**config.mk**
```make
export PLATFORM = sky130hd
export DESIGN_NAME = lcd_row_writer
export DESIGN_NICKNAME = d
export VERILOG_FILES = /design/src/rtl/lcd_row_writer.sv
export SDC_FILE = /design/constraint.sdc
export NUM_CORES = 1
export LEC_CHECK = 0
export CAP_MARGIN = 0
export CELL_PAD_IN_SITES_DETAIL_PLACEMENT = 1
export CELL_PAD_IN_SITES_GLOBAL_PLACEMENT = 2
export CORE_UTILIZATION = 32
export CTS_CLUSTER_SIZE = 10
export DETAILED_ROUTE_END_ITERATION = 7
export PLACE_DENSITY = 0.78
export SETUP_SLACK_MARGIN = 0.4
export SYNTH_ARGS = -nofsm -noshare
export SYNTH_HDL_FRONTEND = slang
export SYNTH_SLANG_ARGS = --single-unit
```
**constraint.sdc**
```tcl
create_clock -name clk -period 3.63 [get_ports clk]
set_input_delay 0.5445 -clock clk [delete_from_list [all_inputs] [get_ports clk]]
set_output_delay 0.5445 -clock clk [all_outputs]
set_load 0.03 [all_outputs]
```
**src/rtl/lcd_row_writer.sv**
```systemverilog
// HD44780 16x2 character LCD writer: runs the power-up init sequence, then
// rewrites both display lines whenever the host rows differ from what is shown.
module lcd_row_writer #(
  parameter logic [15:0] POWERUP_CYCLES = 16'd40000,
  parameter logic [7:0]  EN_CYCLES      = 8'd20,
  parameter logic [7:0]  GAP_CYCLES     = 8'd80,
  parameter logic [15:0] CLEAR_CYCLES   = 16'd2000
) (
  input  logic         clk,
  input  logic         nRst,
  input  logic [127:0] top,
  input  logic [127:0] bottom,
  output logic         lcd_en,
  output logic         lcd_rs,
  output logic         lcd_rw,
  output logic [7:0]   lcd_data,
  output logic         busy,
  output logic         frame_done
);

  // LCD bus: rs/data change only when a byte starts and are held through the
  // en-high window and the following gap; the panel latches on en falling.
  typedef enum logic [3:0] {
    S_POWERUP,
    S_INIT,
    S_CLEAR_WAIT,
    S_IDLE,
    S_LINE1,
    S_WR_TOP,
    S_LINE2,
    S_WR_BOT,
    S_DONE
  } state_t;

  localparam logic [15:0] EN_LEN    = {8'd0, EN_CYCLES};
  localparam logic [15:0] BYTE_LAST = {8'd0, EN_CYCLES} + {8'd0, GAP_CYCLES} - 16'd1;
  localparam logic [255:0] BLANK    = {32{8'h20}};

  state_t        state, state_d;
  logic [15:0]   cnt, cnt_d;
  logic [3:0]    idx, idx_d;
  logic [255:0]  snapshot, shown;
  logic [255:0]  rows;
  logic          capture;
  logic          byte_last;
  logic          sending_d;
  logic          en_d;
  logic          load_d;
  logic          rs_d;
  logic [7:0]    byte_d;
  logic [6:0]    char_base;

  assign rows      = {top, bottom};
  assign byte_last = (cnt == BYTE_LAST);
  assign lcd_rw    = 1'b0;

  function automatic logic [7:0] init_cmd(input logic [1:0] i);
    case (i)
      2'd0:    init_cmd = 8'h38;
      2'd1:    init_cmd = 8'h0C;
      2'd2:    init_cmd = 8'h06;
      default: init_cmd = 8'h01;
    endcase
  endfunction

  always_ff @(posedge clk or negedge nRst) begin
    if (!nRst) begin
      state <= S_POWERUP;
      cnt   <= 16'd0;
      idx   <= 4'd0;
    end else begin
      state <= state_d;
      cnt   <= cnt_d;
      idx   <= idx_d;
    end
  end

  always_comb begin
    state_d = state;
    cnt_d   = cnt + 16'd1;
    idx_d   = idx;
    capture = 1'b0;
    case (state)
      S_POWERUP: begin
        if (cnt + 16'd1 >= POWERUP_CYCLES) begin
          state_d = S_INIT;
          cnt_d   = 16'd0;
          idx_d   = 4'd0;
        end
      end
      S_INIT: begin
        if (byte_last) begin
          cnt_d = 16'd0;
          if (idx == 4'd3) begin
            state_d = (CLEAR_CYCLES == 16'd0) ? S_IDLE : S_CLEAR_WAIT;
          end else begin
            idx_d = idx + 4'd1;
          end
        end
      end
      S_CLEAR_WAIT: begin
        if (cnt + 16'd1 >= CLEAR_CYCLES) begin
          state_d = S_IDLE;
          cnt_d   = 16'd0;
        end
      end
      S_IDLE: begin
        cnt_d = 16'd0;
        idx_d = 4'd0;
        if (rows != shown) begin
          capture = 1'b1;
          state_d = S_LINE1;
        end
      end
      S_LINE1: begin
        if (byte_last) begin
          state_d = S_WR_TOP;
          cnt_d   = 16'd0;
          idx_d   = 4'd0;
        end
      end
      S_WR_TOP: begin
        if (byte_last) begin
          cnt_d = 16'd0;
          if (idx == 4'd15) state_d = S_LINE2;
          else              idx_d   = idx + 4'd1;
        end
      end
      S_LINE2: begin
        if (byte_last) begin
          state_d = S_WR_BOT;
          cnt_d   = 16'd0;
          idx_d   = 4'd0;
        end
      end
      S_WR_BOT: begin
        if (byte_last) begin
          cnt_d = 16'd0;
          if (idx == 4'd15) state_d = S_DONE;
          else              idx_d   = idx + 4'd1;
        end
      end
      S_DONE: begin
        state_d = S_IDLE;
        cnt_d   = 16'd0;
      end
      default: begin
        state_d = S_POWERUP;
        cnt_d   = 16'd0;
        idx_d   = 4'd0;
      end
    endcase

    // Output registers are loaded from next-state values so the bus is glitch-free.
    sending_d = (state_d == S_INIT)   || (state_d == S_LINE1) ||
                (state_d == S_WR_TOP) || (state_d == S_LINE2) ||
                (state_d == S_WR_BOT);
    en_d      = sending_d && (cnt_d < EN_LEN);
    load_d    = sending_d && (cnt_d == 16'd0);
    rs_d      = (state_d == S_WR_TOP) || (state_d == S_WR_BOT);
    char_base = 7'd127 - {idx_d, 3'b000};
    byte_d    = 8'h00;
    case (state_d)
      S_INIT:   byte_d = init_cmd(idx_d[1:0]);
      S_LINE1:  byte_d = 8'h80;
      S_LINE2:  byte_d = 8'hC0;
      S_WR_TOP: byte_d = snapshot[{1'b1, char_base} -: 8];
      S_WR_BOT: byte_d = snapshot[{1'b0, char_base} -: 8];
      default:  byte_d = 8'h00;
    endcase
  end

  // The snapshot stays frozen for a whole frame; only IDLE may refresh it.
  always_ff @(posedge clk or negedge nRst) begin
    if (!nRst) begin
      shown    <= BLANK;
      snapshot <= BLANK;
    end else if (capture) begin
      shown    <= rows;
      snapshot <= rows;
    end
  end

  always_ff @(posedge clk or negedge nRst) begin
    if (!nRst) begin
      lcd_en     <= 1'b0;
      lcd_rs     <= 1'b0;
      lcd_data   <= 8'h00;
      busy       <= 1'b1;
      frame_done <= 1'b0;
    end else begin
      lcd_en     <= en_d;
      busy       <= (state_d != S_IDLE);
      frame_done <= (state_d == S_DONE);
      if (load_d) begin
        lcd_rs   <= rs_d;
        lcd_data <= byte_d;
      end
    end
  end

endmodule

```
# --- Yosys cells after proc, flatten, opt, wreduce, memory -nomap -nowiden ---
# Index checks and enable logic that the tools add are counted.
classes:
  mux: 27
  n_lt_le_gt_ge: 3
  add_sub_neg: 3
  n_reduce_logical: 14
  shift: 2
  n_eq_ne: 21
ops:
  columns: ["operator", "count"]
  rows:
  - ["263-bit by 8-bit indexed part select with 8-bit output", 1]
  - ["263-bit by 9-bit indexed part select with 8-bit output", 1]
  - ["256-bit inequality test", 1]
  - ["4-bit 2-to-1 mux", 17]
  - ["16-bit 2-to-1 mux", 3]
  - ["16-bit one-hot mux with 3 select lines", 1]
  - ["8-bit one-hot mux with 5 select lines", 1]
  - ["4-bit one-hot mux with 9 select lines", 1]
  - ["4-bit by 3-bit equality test with 1-bit output (second input constant)", 8]
  - ["4-bit one-hot mux with 5 select lines", 1]
  - ["6-bit one-hot mux with 3 select lines", 1]
  - ["16-bit by 1-bit adder with 16-bit output (second input constant)", 1]
  - ["16-bit by 7-bit equality test with 1-bit output (second input constant)", 1]
  - ["16-bit by 11-bit greater-or-equal comparator with 1-bit output (second input constant)", 1]
  - ["16-bit greater-or-equal comparator (second input constant)", 1]
  - ["16-bit logical NOT", 1]
  - ["16-bit by 5-bit less-than comparator with 1-bit output (second input constant)", 1]
  - ["4-bit by 2-bit equality test with 1-bit output (second input constant)", 3]
  - ["4-bit equality test (second input constant)", 3]
  - ["4-bit by 1-bit equality test with 1-bit output (second input constant)", 2]
  - ["7-bit subtractor (first input constant)", 1]
  - ["2-bit OR reduction", 3]
  - ["1-bit logical OR", 5]
  - ["5-bit OR reduction", 1]
  - ["8 further kinds", 10]
totals:
  regBits: 292

# --- Depth between registers and ports, before layout ---
# Gate-level depths: netlist of run 1.
depth:
  depth_word: 10
  mapped_depth: 17
  depth_no_buf: 13

# --- Worst setup path after synthesis of run 1 ---
# OpenSTA, ideal clock, no wires.
synth_timing:
  path_kind: "register to register"
  start: "reg cnt[0]"
  end: "reg lcd_data[3]"
  slack_ns: 0.176
  stages_incl_launch_ff: 16
  setup_ns: 0.125
  arrival_ns: 3.329
  period_less_slack_ns: 3.454
  path_cell_list: "dfrtp_1 > ha_1 > buf_2 > and3_1 > a211oi_1 > a211oi_1 > o2111ai_4 > a211o_1 > buf_6 > nand2_8 > buf_6 > mux2_4 > o311a_1 > o211ai_1 > o2111ai_1 > mux2_2"
synth_between:
  elab_chain_cells: 10
  word_cells_on_any_way: 40
synth_rtl:
  columns: ["element", "line_no", "source"]
  rows:
  - ["start, declared", "40", "logic [15:0] cnt, cnt_d;"]
  - ["start signal, assigned", "73", "cnt <= cnt_d;"]
  - ["branches (longest 10 deep; another with 16-bit by 1-bit adder with 16-bit output)", null, null]
  - ["end signal, assigned", "197", "lcd_data <= byte_d;"]
  - ["end, declared", "16", "output logic [7:0] lcd_data,"]
# Parallel ways; which one is timed is not known.
# A chain may end at the register's enable or synchronous reset.

# --- Final worst setup path of run 1 ---
layout_timing:
  start: "reg cnt[5]"
  end: "reg lcd_data[3]"
# Same word-level chain as after synthesis.

==> flow_summary.ini, run 1 <==
[run_status]
run_status = finished with violations
violations = negative hold slack, negative setup slack

[critical_path]
critical_path_class = flip-flop to flip-flop
worstReg2RegEnd = lcd_data[3]
critPathLaunchType = flip-flop
cp_max_fo = 12
r2r_slack_ns = -0.06
end_kind = flip-flop
timing.rr.start = cnt[5]
critical_path_required_ns = 4.08
r2r.worst_path.cells = 16
cp.arrival_ns = 4.15

[die]
die_w_um = 237
start_util_pct = 32.6
dieArea_um2 = 56200
core_area_um2 = 54200
num_rows = 85
ioPinCount = 271
fp.dieH_um = 237

[placement]
portBuffers = 269
dpl.hpwl_um = 58100
place_congestion = 0.891
placed_area_um2 = 23000

[global_routing]
grt_max_degree = 92
overflow = 0
antenna_found_initial = 1
grt_pass1_wl_um = 121000
track_usage_pct = 29.1
grt_pass1_vias = 18178

[sta]
hold_viol = 9
rsz0062_at_grt = true
tns_ns = -1.96
slew_viol_final = 0
max_freq_mhz = 271
fin_ws_ns = -0.0649
timing.final.crit_share_pct = 102
setup-violations-final = 81
fin_crit_ns = 3.69
finalClockSkew_ns = 0.0298
relSlewSlack_pct = 45.0
hold_ws_ns = -0.0273
worst_pin_slew_ns = 0.825

[detailed_routing]
ant_nets = 0
via_per_inst = 5.62
dr.first_iter.drc_count = 1285
wl_per_cell_um = 28.4
dr.pass1.iters = 5
drc = 0
wl_um = 84000
vias = 16657

[synth]
synth_edf_count = 0
ys_seq_elements = 292
yosysTopAreaCell = dfrtp_1
synth_cells = 1651
synthSimpleGateAreaFrac_pct = 13.8
synthAdderAreaFrac_pct = 0.623
synthFlopType = dfrtp_1
yosysWarningCount = 0
synthMuxAreaShare_pct = 18.8
synth_top_family_by_area = multiplexers
yosysSeqAreaShare_pct = 41.6
netlist.area_leader.share_pct = 36.7
synth-compound-area-share_pct = 9.09
synthArstFlopShare_pct = 100
syn_area_per_cell_um2 = 10.7
synth_xor_area_share_pct = 12.3
synth.cell_area_um2 = 17700
synth_cell_types = 100
synth.area.top_cells = dfrtp_1 (37%), mux2_2 (16%), xor2_1 (7.1%)
synth_nets = 1917

[power_and_ir_drop]
swShare_pct = 25.0
combPwrFrac_pct = 8.9
peakVddDrop_v = 0.000279
switching_power_w = 0.00191
intPower_w = 0.00576
power.density_nw_per_um2 = 275
power.share.clock_pct = 48.7
p_leak_nw = 12.9
power.share.sequential_pct = 42.4

[clock_tree]
path_clk_slew_ns = 0.07
clock_insertion_delay_worst_skew_ns = 0.58
cts.sinks = 292
numCtsBuffers = 37
cts_tree = yes
cts_buffer_depth = 3
h-tree-depth = 2
hold_buffers = 0
cts-root-buf = clkbuf_16

[layout]
layout_common_cells = clkdlybuf4s50_1 (264), dfrtp_1 (252), mux2_4 (246)
insertedDiodeCount = 0
drive_gt1_share_pct = 37.6
final_area_um2 = 27900
mostFrequentLayoutCell = clkdlybuf4s50_1
nNetsFinal = 2504
syn_to_final_growth_pct = 58.0

[min_path]
hold_class = input pin to async pin

[job]
drv_cap = 0
==> Yosys cell counts (all sizes together) (22+ instances only) <==
cell / instances
xnor2: 106
inv: 33
a21oi: 22
o21ai: 46
dfrtp: 259
nand2: 161
mux2: 253
nor4: 56
nor2: 47
mux2i: 45
xor2: 143
dfstp: 33
nand3: 51
nand4: 55
buf: 77
==> kinds of logic after synthesis <==
kind of cell,Yosys count
AO/OA/AOI/OAI,213
XOR/XNOR,249
adder cells (fa/ha/maj),9
buffers and inverters,125
flip-flops,292
multiplexers,299
other,1
AND/OR/NAND/NOR,463
==> final cells by class <==
type | instances | area, um2
clock buffers | 62 | 1100
clock inverters | 5 | 76.3
fillers | 5655 | 26300
inverters | 33 | 126
multi-input cells | 1235 | 11400
flip-flops and latches | 292 | 7360
well taps | 696 | 871
repair buffers | 639 | 7000
==> per-stage QoR <==
step           worst slack (ns)  util, %  total power, W  instances
6_report                -0.0649     51.5         0.00767       2962
3_3_place_gp             -0.826     42.4         0.00395       2773
3_5_place_dp             -0.814     42.4         0.00396       2773
2_1_floorplan             0.360        -         0.00344       1651
4_1_cts                  0.0625     50.1         0.00766       2949
5_1_grt                  -0.189     51.5         0.00785       2962
==> per-layer routing <==
layer,GRT usage (%),part of all wire [%],vias up
met5,0,0,-
met4,13.9,5.1,0
met3,4.48,6.2,192
met2,48.7,48,698
met1,36.8,41,8581
li1,-,-,7186
==> flip-flops by register name, summed over array words and instances, names as in the netlist <==
register,flops
idx,4
frame_done,1
cnt,16
lcd_rs,1
state,4
shown,256
lcd_en,1
busy,1
lcd_data,8
==> worst max-delay path, stage by stage (launching register included) <==
cell       delay (ns)
dfrtp_1          0.40
buf_6            0.16
nand4_4          0.13
or4_4            0.54
nand2_4          0.11
o2111ai_4        0.18
buf_4            0.19
a21oi_2          0.20
nor2_4           0.09
buf_4            0.17
buf_4            0.20
a211oi_1         0.35
a2111oi_2        0.12
nor4_2           0.22
buf_4            0.16
o2111ai_1        0.09
mux2_2           0.28
==> power groups by stage <==
stage / Combinational, W / Clock [W] / Sequential [W]
after detailed placement: 0.000648 / 0 / 0.00331
after floorplan: 0.000124 / 0 / 0.00332
final: 0.000681 / 0.00374 / 0.00326
after CTS: 0.000662 / 0.00374 / 0.00326
after global routing: 0.000715 / 0.00388 / 0.00326
after global placement: 0.000638 / 0 / 0.00331
==> what timing repair did <==
item,4_1_cts,5_1_grt
pin swaps,34,20
resized for setup,380,133
cloned,31,1
endpoints found under the hold margin,0,0
setup buffers,78,12
setup endpoints to repair,269,267
==> worst max-delay path by stage <==
stage,start,end,slack (ns),depth (start not counted)
floorplan,cnt[0],lcd_data[3],0.36,15
global placement,top[123],shown[247],-0.83,12
detailed placement,top[123],shown[243],-0.81,12
CTS,cnt[1],lcd_data[3],0.06,17
global route,cnt[5],lcd_data[3],-0.19,16
finish,cnt[5],lcd_data[3],-0.06,16
Power figures use the tool's default switching activity.
==> run 2: changes to the inputs <==
--- a/config.mk
+++ b/config.mk
@@ -9,6 +9,7 @@
 export CELL_PAD_IN_SITES_DETAIL_PLACEMENT = 1
 export CELL_PAD_IN_SITES_GLOBAL_PLACEMENT = 2
 export CORE_UTILIZATION = 32
+export CTS_CLUSTER_DIAMETER = 200
 export CTS_CLUSTER_SIZE = 10
 export DETAILED_ROUTE_END_ITERATION = 7
 export PLACE_DENSITY = 0.78
==> run 2 against run 1 <==
  * The run still ends with negative hold slack, negative setup slack left
  * Flip-flop and latch count stayed put
  * Register-to-register slack better by 0.04 ns
  * Count of clock-buffer cells in the layout is 7 lower
  * Power is 5.3% lower
  * Utilization is 0.67 points higher
  * Sequential power hardly changed
  * Critical path type is now input pin to flip-flop
==> flow_summary.ini, run 2 (same netlist as run 1, synthesis figures left out) <==
[global_routing]
use_met3_pct = 4.02
overflow = 0
grt_busiest_layer = met2
globalRouteMet1Util_pct = 36.9
grt_pass1_wl_um = 121000
antenna_found_initial = 2
met2_usage_pct = 49.0
grt_max_degree = 92
grt_pass1_vias = 18046
track_usage_pct = 29.1

[layout]
final_area_um2 = 28300
mostFrequentLayoutCell = clkdlybuf4s50_1
syn_to_final_growth_pct = 60.0
layout_common_cells = clkdlybuf4s50_1 (263), dfrtp_1 (249), mux2_4 (248)
drive_gt1_share_pct = 39.7
reg.largest.list = shown: 256 flops, cnt: 16 flops, lcd_data: 8 flops
regArea_um2 = 7360
multi_input_area_um2 = 11700
instances_no_fill = 2969
regMostFlops = shown
fill_cells = 5615
largest_reg_flops = 256
nNetsFinal = 2517
post-route-util_pct = 52.1

[power_and_ir_drop]
power.share.sequential_pct = 44.8
combPwrFrac_pct = 9.4
power.share.clock_pct = 45.9
p_leak_nw = 13.0
intPower_w = 0.00542
switching_power_w = 0.00185
power.density_nw_per_um2 = 257
swShare_pct = 25.5
peakVddDrop_v = 0.000223

[critical_path]
crit_end = shown[208]
timing.rr.start = shown[45]
critPathLaunchType = input pin
r2r_slack_ns = -0.02
critical_path_class = input pin to flip-flop
worstReg2RegEnd = shown[208]
cp_max_fo = 8
r2r.worst_path.cells = 14
worstSetupStartpoint = top[11]
cp.arrival_ns = 4.13
end_kind = flip-flop
critical_path_required_ns = 4.07

[clock_tree]
h-tree-depth = 2
cts-root-buf = clkbuf_16
numCtsBuffers = 35
clock_insertion_delay_worst_skew_ns = 0.57
cts_tree = yes
hold_buffers = 0
path_clk_slew_ns = 0.06
cts_buffer_depth = 3
cts.sinks = 292

[sta]
setup-violations-final = 36
worst_pin_slew_ns = 0.804
max_freq_mhz = 271
finalClockSkew_ns = 0.0274
hold_viol = 1
fin_crit_ns = 3.68
timing.final.crit_share_pct = 101
rsz0062_at_grt = true
relSlewSlack_pct = 46.4
slew_viol_final = 0
hold_ws_ns = -0.00296
fin_ws_ns = -0.0542

[detailed_routing]
dr.first_iter.drc_count = 1285
dr.pass1.iters = 5
vias = 16844
wl_um = 85300
drc = 0
ant_nets = 0
via_per_inst = 5.67
wl_per_cell_um = 28.7

[placement]
dp.cells = 2773
place_congestion = 0.891
portBuffers = 269
dpl.hpwl_um = 58100
placed_area_um2 = 23000

[die]
fp.dieH_um = 237
start_util_pct = 32.6
num_rows = 85
dieArea_um2 = 56200
die_w_um = 237
core_area_um2 = 54200
ioPinCount = 271

[run_status]
violations = negative hold slack, negative setup slack
run_status = finished with violations

[job]
drv_cap = 0

[min_path]
hold_class = input pin to async pin
-- run 2: cell types whose count changed in the layout (fill, tap and decap cells not counted), moves of 4 or more --
| cell | delta |
|---|---|
| and3_1 | -4 |
| buf_8 | +7 |
| nand2_2 | +8 |
| mux2i_1 | -6 |
| clkbuf_8 | -6 |
| buf_4 | +6 |
| and3_4 | +4 |
| o21ai_0 | -5 |
| nor3b_1 | -4 |
| nand2_1 | -8 |
| o21ai_1 | +4 |
-- run 2: timing repair --
action	in CTS	in global routing
cloned	32	1
resized for setup	365	242
pin swaps	32	55
setup endpoints to repair	269	266
buffers inserted	72	32
-- run 2: metrics by stage --
stage                     total power [W]  hold WS [ns]  setup WS [ns]  TNS (ns)
after floorplan                   0.00344         0.249          0.360         0
after global placement            0.00395         0.460         -0.826   -204.72
after detailed placement          0.00396         0.482         -0.814   -198.70
after CTS                         0.00727        0.0351         0.0582         0
after global routing              0.00746        0.0694         -0.136     -4.43
final                             0.00727      -0.00296        -0.0542    -0.663
-- run 2: area by class of cell --
cell class                      instances  area share, %
Multi-Input combinational cell       1235           41.4
Sequential cell                       292           26.0
Timing Repair Buffer                  654           25.5
Clock buffer                           55           3.36
Tap cell                              696           3.08
Inverter                               33          0.491
Clock inverter                          3          0.133
Antenna cell                            1        0.00885
-- run 2: worst max-delay path, cell delays in order --
cell,delay [ns]
clkdlybuf4s50_1,0.51
xnor2_1,0.34
nand4_1,0.19
nor4_2,0.28
buf_4,0.20
nand4_1,0.10
or4_4,0.58
or2_4,0.27
nand3_4,0.13
buf_6,0.12
buf_12,0.11
buf_8,0.14
buf_12,0.13
buf_12,0.15
mux2_4,0.31
-- run 2: power groups by stage --
stage	Sequential, W	Clock, W	Combinational, W
floorplan	0.00332	0	0.000124
global placement	0.00331	0	0.000638
detailed placement	0.00331	0	0.000648
CTS	0.00326	0.00335	0.000663
global route	0.00325	0.00349	0.000714
finish	0.00326	0.00333	0.000680
-- run 2: how the worst min path moves through the flow --
| stage | startpoint | end | depth (start not counted) | slack (ns) |
|---|---|---|---|---|
| floorplan | nRst | cnt[0] | 0 | 0.25 |
| global placement | lcd_data[0] | lcd_data[0] | 1 | 0.46 |
| detailed placement | lcd_rs | lcd_rs | 2 | 0.48 |
| CTS | nRst | cnt[6] | 1 | 0.04 |
| global route | nRst | shown[10] | 1 | 0.07 |
| finish | nRst | shown[10] | 1 | -0.003 |
-- run 2: per-layer routing --
layer / wire length (um) / up-vias
li1: - / 7205
met1: 34200 / 8677
met2: 41300 / 735
met3: 5330 / 227
met4: 4530 / 0
met5: 0 / -
